===== src/rtl/commit_trace_fifo.sv =====
// commit_trace_fifo
// Passive capture of the CPU commit stream into a show-ahead FIFO. The FIFO
// drains to a host/trace port over valid/ready. Alongside it the block keeps
// a retire counter, a saturating drop counter and a sticky overflow flag.
// It never back-pressures the core: a commit that finds the FIFO full is
// dropped.
//
// Optional build macro: COMMIT_FLOW_CHECK_EN
//   defined   - a control-flow continuity checker is built. It compares each
//               commit pc with the previous commit's next pc and drives
//               flow_err / err_pc.
//   undefined - the checker is omitted, and flow_err / err_pc are tied to 0.
module commit_trace_fifo #(
  parameter int DEPTH = 16,
  parameter int CNT_W = 32
) (
  input  logic                     clk,
  input  logic                     rst,
  input  logic                     clr,
  input  logic                     commit,
  input  logic [63:0]              commit_pc,
  input  logic [63:0]              commit_pre_pc,
  input  logic [31:0]              commit_instr,
  output logic                     trace_valid,
  input  logic                     trace_ready,
  output logic [63:0]              trace_pc,
  output logic [63:0]              trace_pre_pc,
  output logic [31:0]              trace_instr,
  output logic [$clog2(DEPTH):0]   level,
  output logic                     overflow,
  output logic [CNT_W-1:0]         drop_cnt,
  output logic [CNT_W-1:0]         retire_cnt,
  output logic                     flow_err,
  output logic [63:0]              err_pc
);

  localparam int PW = $clog2(DEPTH);
  localparam int LW = PW + 1;
  localparam logic [LW-1:0] FULL_LVL = LW'(DEPTH);

  logic [63:0]      pcMem    [DEPTH];
  logic [63:0]      prePcMem [DEPTH];
  logic [31:0]      instrMem [DEPTH];

  logic [PW-1:0]    wrPtr;
  logic [PW-1:0]    rdPtr;
  logic [LW-1:0]    levelQ;
  logic             overflowQ;
  logic [CNT_W-1:0] dropCntQ;
  logic [CNT_W-1:0] retireCntQ;

  logic             isEmpty;
  logic             isFull;
  logic             popOk;
  logic             pushOk;
  logic             dropEv;

  // Level is the only full/empty discriminator. The pointers wrap freely.
  assign isEmpty = (levelQ == '0);
  assign isFull  = (levelQ == FULL_LVL);

  // A pop is legal only from a non-empty FIFO. A full FIFO still accepts a
  // push when it pops in the same cycle. clr suppresses both.
  assign popOk  = !clr && !isEmpty && trace_ready;
  assign pushOk = !clr && commit && (!isFull || popOk);
  assign dropEv = !clr && commit && isFull && !popOk;

  // Entry storage. The head is masked while empty, so it needs no reset.
  always_ff @(posedge clk) begin
    if (pushOk) begin
      pcMem[wrPtr]    <= commit_pc;
      prePcMem[wrPtr] <= commit_pre_pc;
      instrMem[wrPtr] <= commit_instr;
    end
  end

  // Pointer and occupancy bookkeeping.
  always_ff @(posedge clk or negedge rst) begin
    if (!rst) begin
      wrPtr  <= '0;
      rdPtr  <= '0;
      levelQ <= '0;
    end else if (clr) begin
      wrPtr  <= '0;
      rdPtr  <= '0;
      levelQ <= '0;
    end else begin
      if (pushOk) begin
        wrPtr <= wrPtr + 1'b1;
      end
      if (popOk) begin
        rdPtr <= rdPtr + 1'b1;
      end
      case ({pushOk, popOk})
        2'b10:   levelQ <= levelQ + 1'b1;
        2'b01:   levelQ <= levelQ - 1'b1;
        default: levelQ <= levelQ;
      endcase
    end
  end

  // Statistics. The retire count wraps. The drop count saturates at all-ones.
  always_ff @(posedge clk or negedge rst) begin
    if (!rst) begin
      overflowQ  <= 1'b0;
      dropCntQ   <= '0;
      retireCntQ <= '0;
    end else if (clr) begin
      overflowQ  <= 1'b0;
      dropCntQ   <= '0;
      retireCntQ <= '0;
    end else begin
      if (commit) begin
        retireCntQ <= retireCntQ + 1'b1;
      end
      if (dropEv) begin
        overflowQ <= 1'b1;
        if (dropCntQ != '1) begin
          dropCntQ <= dropCntQ + 1'b1;
        end
      end
    end
  end

`ifdef COMMIT_FLOW_CHECK_EN
  logic        expValid;
  logic [63:0] expPc;
  logic        flowErrQ;
  logic [63:0] errPcQ;

  // Continuity check. It also sees dropped commits. Only the first
  // offending pc is latched.
  always_ff @(posedge clk or negedge rst) begin
    if (!rst) begin
      expValid <= 1'b0;
      expPc    <= '0;
      flowErrQ <= 1'b0;
      errPcQ   <= '0;
    end else if (clr) begin
      expValid <= 1'b0;
      expPc    <= '0;
      flowErrQ <= 1'b0;
      errPcQ   <= '0;
    end else if (commit) begin
      if (expValid && (commit_pc != expPc)) begin
        flowErrQ <= 1'b1;
        if (!flowErrQ) begin
          errPcQ <= commit_pc;
        end
      end
      expPc    <= commit_pre_pc;
      expValid <= 1'b1;
    end
  end

  assign flow_err = flowErrQ;
  assign err_pc   = errPcQ;
`else
  assign flow_err = 1'b0;
  assign err_pc   = '0;
`endif

  assign trace_valid  = !isEmpty;
  assign trace_pc     = isEmpty ? '0 : pcMem[rdPtr];
  assign trace_pre_pc = isEmpty ? '0 : prePcMem[rdPtr];
  assign trace_instr  = isEmpty ? '0 : instrMem[rdPtr];
  assign level        = levelQ;
  assign overflow     = overflowQ;
  assign drop_cnt     = dropCntQ;
  assign retire_cnt   = retireCntQ;

endmodule


===== config.mk =====
export PLATFORM = sky130hd
export DESIGN_NAME = commit_trace_fifo
export DESIGN_NICKNAME = d
export VERILOG_FILES = /design/src/rtl/commit_trace_fifo.sv
export SDC_FILE = /design/constraint.sdc
export NUM_CORES = 2
export LEC_CHECK = 0
export BUFFER_PORTS_ARGS = -buffer_cell sky130_fd_sc_hd__buf_2
export CAP_MARGIN = 15
export CORE_UTILIZATION = 65
export CTS_BUF_LIST = sky130_fd_sc_hd__clkbuf_16
export DETAILED_ROUTE_END_ITERATION = 12
export HOLD_SLACK_MARGIN = 0.08
export PLACE_DENSITY = 0.84
export SLEW_MARGIN = 40
export SYNTH_ARGS = -nofsm -noshare
export SYNTH_HDL_FRONTEND = slang
export SYNTH_SLANG_ARGS = --single-unit

===== constraint.sdc =====
create_clock -name clk -period 12.81 [get_ports clk]
set_input_delay 1.9215 -clock clk [delete_from_list [all_inputs] [get_ports clk]]
set_output_delay 1.9215 -clock clk [all_outputs]
set_load 0.05 [all_outputs]

=== After elaboration in Yosys (flattened, before gate mapping) ===
Memory sizes are Yosys's and may differ from the RTL's.
Index checks and enable logic that the tools add are counted.

* Output and inout port bits: 296
* Input bits: 165
* Logic and storage cells: 56
* Register bits after elaboration: 78
* Bits in latches: 0
* Bits in read-only memories: 0
* Memories kept: 3
* Bits in writable memories: 2,560

* Divide/modulo/power cells: 0
* Equality and inequality tests: 4
* Reductions and logical operators: 19
* Bitwise operators: 0
* Mux-type cells: 18
* Multiply operators: 0
* Add/subtract/negate cells: 6
* Shifts and indexed selects: 0
* Order comparisons: 0

{| class="wikitable"
|+ Memory list
! memory !! depth !! width !! rd ports !! clocked after Yosys merged registers in !! write ports !! RTL line !! text
|-
| pcMem || 16 || 64 || 1 || 0 || 1 || 41 || <nowiki>logic [63:0] pcMem [DEPTH];</nowiki>
|-
| prePcMem || 16 || 64 || 1 || 0 || 1 || 42 || <nowiki>logic [63:0] prePcMem [DEPTH];</nowiki>
|-
| instrMem || 16 || 32 || 1 || 0 || 1 || 43 || <nowiki>logic [31:0] instrMem [DEPTH];</nowiki>
|}

{| class="wikitable"
|+ Operator list
! operator !! number
|-
| 2-to-1 mux 32 bit || 6
|-
| 2-to-1 mux 64 bit || 2
|-
| adder 32 x 1 -> 32 bit (second input constant) || 2
|-
| != test 32 bit (second input constant) || 1
|-
| 2-to-1 mux 4 bit || 4
|-
| one-hot mux 5 bit (2 select lines) || 1
|-
| nonzero test 2 bit || 5
|-
| adder 4 x 1 -> 4 bit (second input constant) || 2
|-
| logical AND 1 bit || 6
|-
| adder 5 x 1 -> 5 bit (second input constant) || 1
|-
| equality test 5 bit (second input constant) || 1
|-
| zero test 5 bit || 1
|-
| 2-to-1 mux 5 bit || 1
|-
| subtractor 5 x 1 -> 5 bit (second input constant) || 1
|-
| zero test 1 bit || 4
|-
| 2-to-1 mux 1 bit || 4
|-
| nonzero test 3 bit || 1
|-
| equality test 2 x 1 -> 1 bit (second input constant) || 1
|-
| equality test 2 bit (second input constant) || 1
|-
| AND reduction 2 bit || 1
|-
| logical OR 1 bit || 1
|}

=== Depth between registers and ports, before layout ===
* Depth after elaboration: 9
* Gate-level depth with buffers: 10
* Mapped depth without buffers: 9

=== Worst setup path before layout ===
OpenSTA, ideal clock, no wires.

* Path type: in2reg
* From: in commit
* To: mem instrMem[4][0], enable pin
* Path buffers: 2
* Data required time: 12.127 ns
* Path slack: 2.604 ns
* Cell stages on the path: 6
* Setup time: 0.683 ns
* Data arrival time: 9.523 ns
* Cell sequence: clkbuf_1 buf_2 a21bo_2 nor2_1 nand3b_1 nor2_1

* Longest elaborated chain between the ends: 4

{| class="wikitable"
|+ RTL lines
! what !! RTL line !! text
|-
| start: declaration || 20 || <nowiki>input logic commit,</nowiki>
|-
| logical AND 1 bit (2 in a row) || 65 || <nowiki>assign pushOk = !clr && commit && (!isFull || popOk);</nowiki>
|-
| 2-to-1 mux 1 bit || 70 || <nowiki>if (pushOk) begin</nowiki>
|-
| 2-to-1 mux 1 bit (implied by the code) || 73 || <nowiki>instrMem[wrPtr] <= commit_instr;</nowiki>
|-
| end: declaration || 43 ||
|}

Every way passes these cells.

=== Worst setup path after layout ===
* From: reg rdPtr[0]
* To: out trace_pc[23]

* Longest elaborated chain between the ends: 2

{| class="wikitable"
|+ RTL lines
! what !! RTL line !! text
|-
| start: declaration || 46 || <nowiki>logic [PW-1:0] rdPtr;</nowiki>
|-
| start signal: assignment || 92 || <nowiki>rdPtr <= rdPtr + 1'b1;</nowiki>
|-
| memory (16 x 64 bit) || - ||
|-
| 2-to-1 mux 64 bit || 164 || <nowiki>assign trace_pc = isEmpty ? '0 : pcMem[rdPtr];</nowiki>
|-
| end: declaration || 26 || <nowiki>output logic [63:0] trace_pc,</nowiki>
|}

Every way passes these cells.

==> flow_summary.ini <==
[timing]
hold_violations = 0
slew_headroom_pct = 38.3
worstMarginPinSlew_ns = 0.925
finalSetupTns_ns = 0
fin_crit_ns = 6.63
maxSlewViolCount = 0
setup_viol = 0
period_share_pct = 51.7
grt_setup_unrepaired = false
whs_ns = 0.550
max_freq_ghz = 0.151
fin_skew_ns = 0.0349

[cells_and_area]
num-nets-final = 4969
drive_above_1_share_pct = 33.7
final_design_area_no_fill_sq_um = 115000
fin_cells = 7082
areaGrowthSynthToFinish_pct = 12.8

[detailed_routing]
wirelength_mm = 260
ant_nets = 0
post_drt_wl_per_cell_microns = 36.6
vias = 50000
drt-pass1-iter-count = 6
drt_iter0_drc = 7204
drc = 0
via_per_inst = 7.07

[setup_path]
slowest_stage = dfrtp_4
r2r_start = level[4]
critPathBufInv = 4
cpPeakStageDelay_ns = 0.66
critical_path_class = reg -> out
critPathLaunchType = flip-flop
crit_chain = buf_12 -> buf_6 -> buf_6 -> mux4_2 -> mux4_2 -> and2_1 -> buf_2
crit_path_end_kind = output pin
crit_fanout = 50
cp_top_family = buffers and inverters
required_ns = 10.89
startpoint = rdPtr[0]
arrival_ns = 4.71
r2r_slack_ns = 8.38

[cts]
cts_sinks = 2638
post_cts_resized = 0
clkSlewWorstSetupHoldPaths_ns = 0.06
postCtsSetupBuffers = 0
numCtsBuffers = 241
cts_hold_buf = 0
cts-root-buf = clkbuf_16
clk-insertion-delay-late_ns = 0.86
clock_tree.buffer_depth = 3
h-tree-depth = 4
cts_tree = built

[floorplan]
io_pins = 461
dieArea_sq_um = 158000
die_w_microns = 398
start_util_pct = 65.8
die_y_microns = 398
row_count = 144
core_sq_um = 155000

[global_routing]
antenna_found_initial = 54
grt_first_pass_wirelength_mm = 365
grt_pass1_vias = 51100
grt_overflow = 0
grtUsageTotal_pct = 33.2
grt_max_degree = 141

[placement]
dp_cells = 6590
dpl.hpwl_mm = 123
io_buffers = 395
place.gp.congestion = 0.800
placedInstanceArea_sq_um = 106000

[synth]
synth_top_area_cell = edfxtp_1
syn_avg_cell_area_sq_um = 23.8
synth_warnings = 0
synth.distinct_cells = 57
syn-instance-count = 4281
post-synth-top-count-cell = edfxtp_1
synth_seq_cells = 2638
synth_common_cells = 2,560 x edfxtp_1, 800 x mux4_2, 174 x and2_1
synth_top_area_share_pct = 75.5
synth_area_leaders = edfxtp_1 76%, mux4_2 18%, dfrtp_1 1.9%
synth_ff_type = edfxtp_1
yosysSeqAreaShare_pct = 77.4
synth_area_sq_um = 102000
synthArstFlopShare_pct = 2.96
synth_edf_count = 2560

[power_and_ir_drop]
peakVddDrop_mv = 0.300
p_leak_uw = 0.0363
power.total_uw = 23000
power.density_nw_per_um2 = 201

[run_status]
status = finished, final reports clean

[worst_hold_path]
min_path_type = reg -> reg
hold_start = retire_cnt[31]

[flow_run]
cap_violations = 0
## power breakdown
group          internal [uW]  leakage (uW)  switching (uW)
registers               9560        0.0241            65.6
clock network           4140       0.00413            3220
logic                   2280       0.00800            3770
## per-stage QoR
stage,utilization [%],setup WS [ns]
finish,74.2,6.18
global route,74.2,5.89
CTS,74.0,5.72
detailed placement,68.8,6.75
global placement,68.4,6.35
floorplan,-,2.60
## logic make-up after synthesis
group	count (synthesis)	share of synthesized area, %
muxes	807	17.8
and+or+nand+nor	408	2.32
xor gates and xnor gates	40	0.344
other	1	0.00368
DFF	2638	77.4
buffers and inverters	304	1.54
AOI/OAI and AO/OA	74	0.471
adders and majority gates	9	0.111
## worst paths after layout
path | endpoint | depth (start not counted)
max in group asynchronous | rdPtr[0] | 1
min in group asynchronous | drop_cnt[8] | 1
max reg2reg | pcMem[9][5] | 7
min | retire_cnt[31] | 2
min reg2reg | retire_cnt[31] | 2
max | trace_pc[23] | 7
## layer usage
layer,track usage [%],up-vias,part of all wire (%)
li1,-,19100,-
met1,43.7,26300,34
met2,53.5,3944,50
met3,8.66,611,11
met4,13.9,52,3.9
met5,0,-,0.12
## registers in the layout (all words and copies together) (netlist names)
signal	count
drop_cnt	32
instrMem	512
level	5
overflow	1
pcMem	1024
prePcMem	1024
rdPtr	4
retire_cnt	32
wrPtr	4
## worst min-delay path: stages, from the launching register on
cell	delay, ns
dfrtp_1	0.36
xnor2_1	0.12
nor2_1	0.04
## cell type report
class	instances	area, sq um
sequential	2638	78800
fill	7837	40000
multi-input combinational	1403	21700
clock buffer	244	6110
timing repair buffer	493	3460
tap	2044	2560
clock inverter	209	1990
antenna	33	82.6
inverter	18	67.6
## layout by cell type, fill, tap and decap left out, types with 12 or more instances in the layout
cell        instances
bufinv_16          33
conb_1             65
clkbuf_16         244
nor2_1             61
buf_6              37
o21ai_0            18
nand4_1            26
and2_1            162
clkinv_2           45
buf_4              20
nand3_1            25
a21oi_1            27
nand2_1            33
buf_16             12
buf_2             394
inv_1              67
nor3_1             13
xnor2_1            30
and2_4             12
nor4_1             12
clkinvlp_4         15
dfrtp_1            74
edfxtp_1         2560
mux4_2            800
or3_1              18
clkinv_1           49
buf_12             29
diode_2            33
Power figures use the tool's default switching activity.
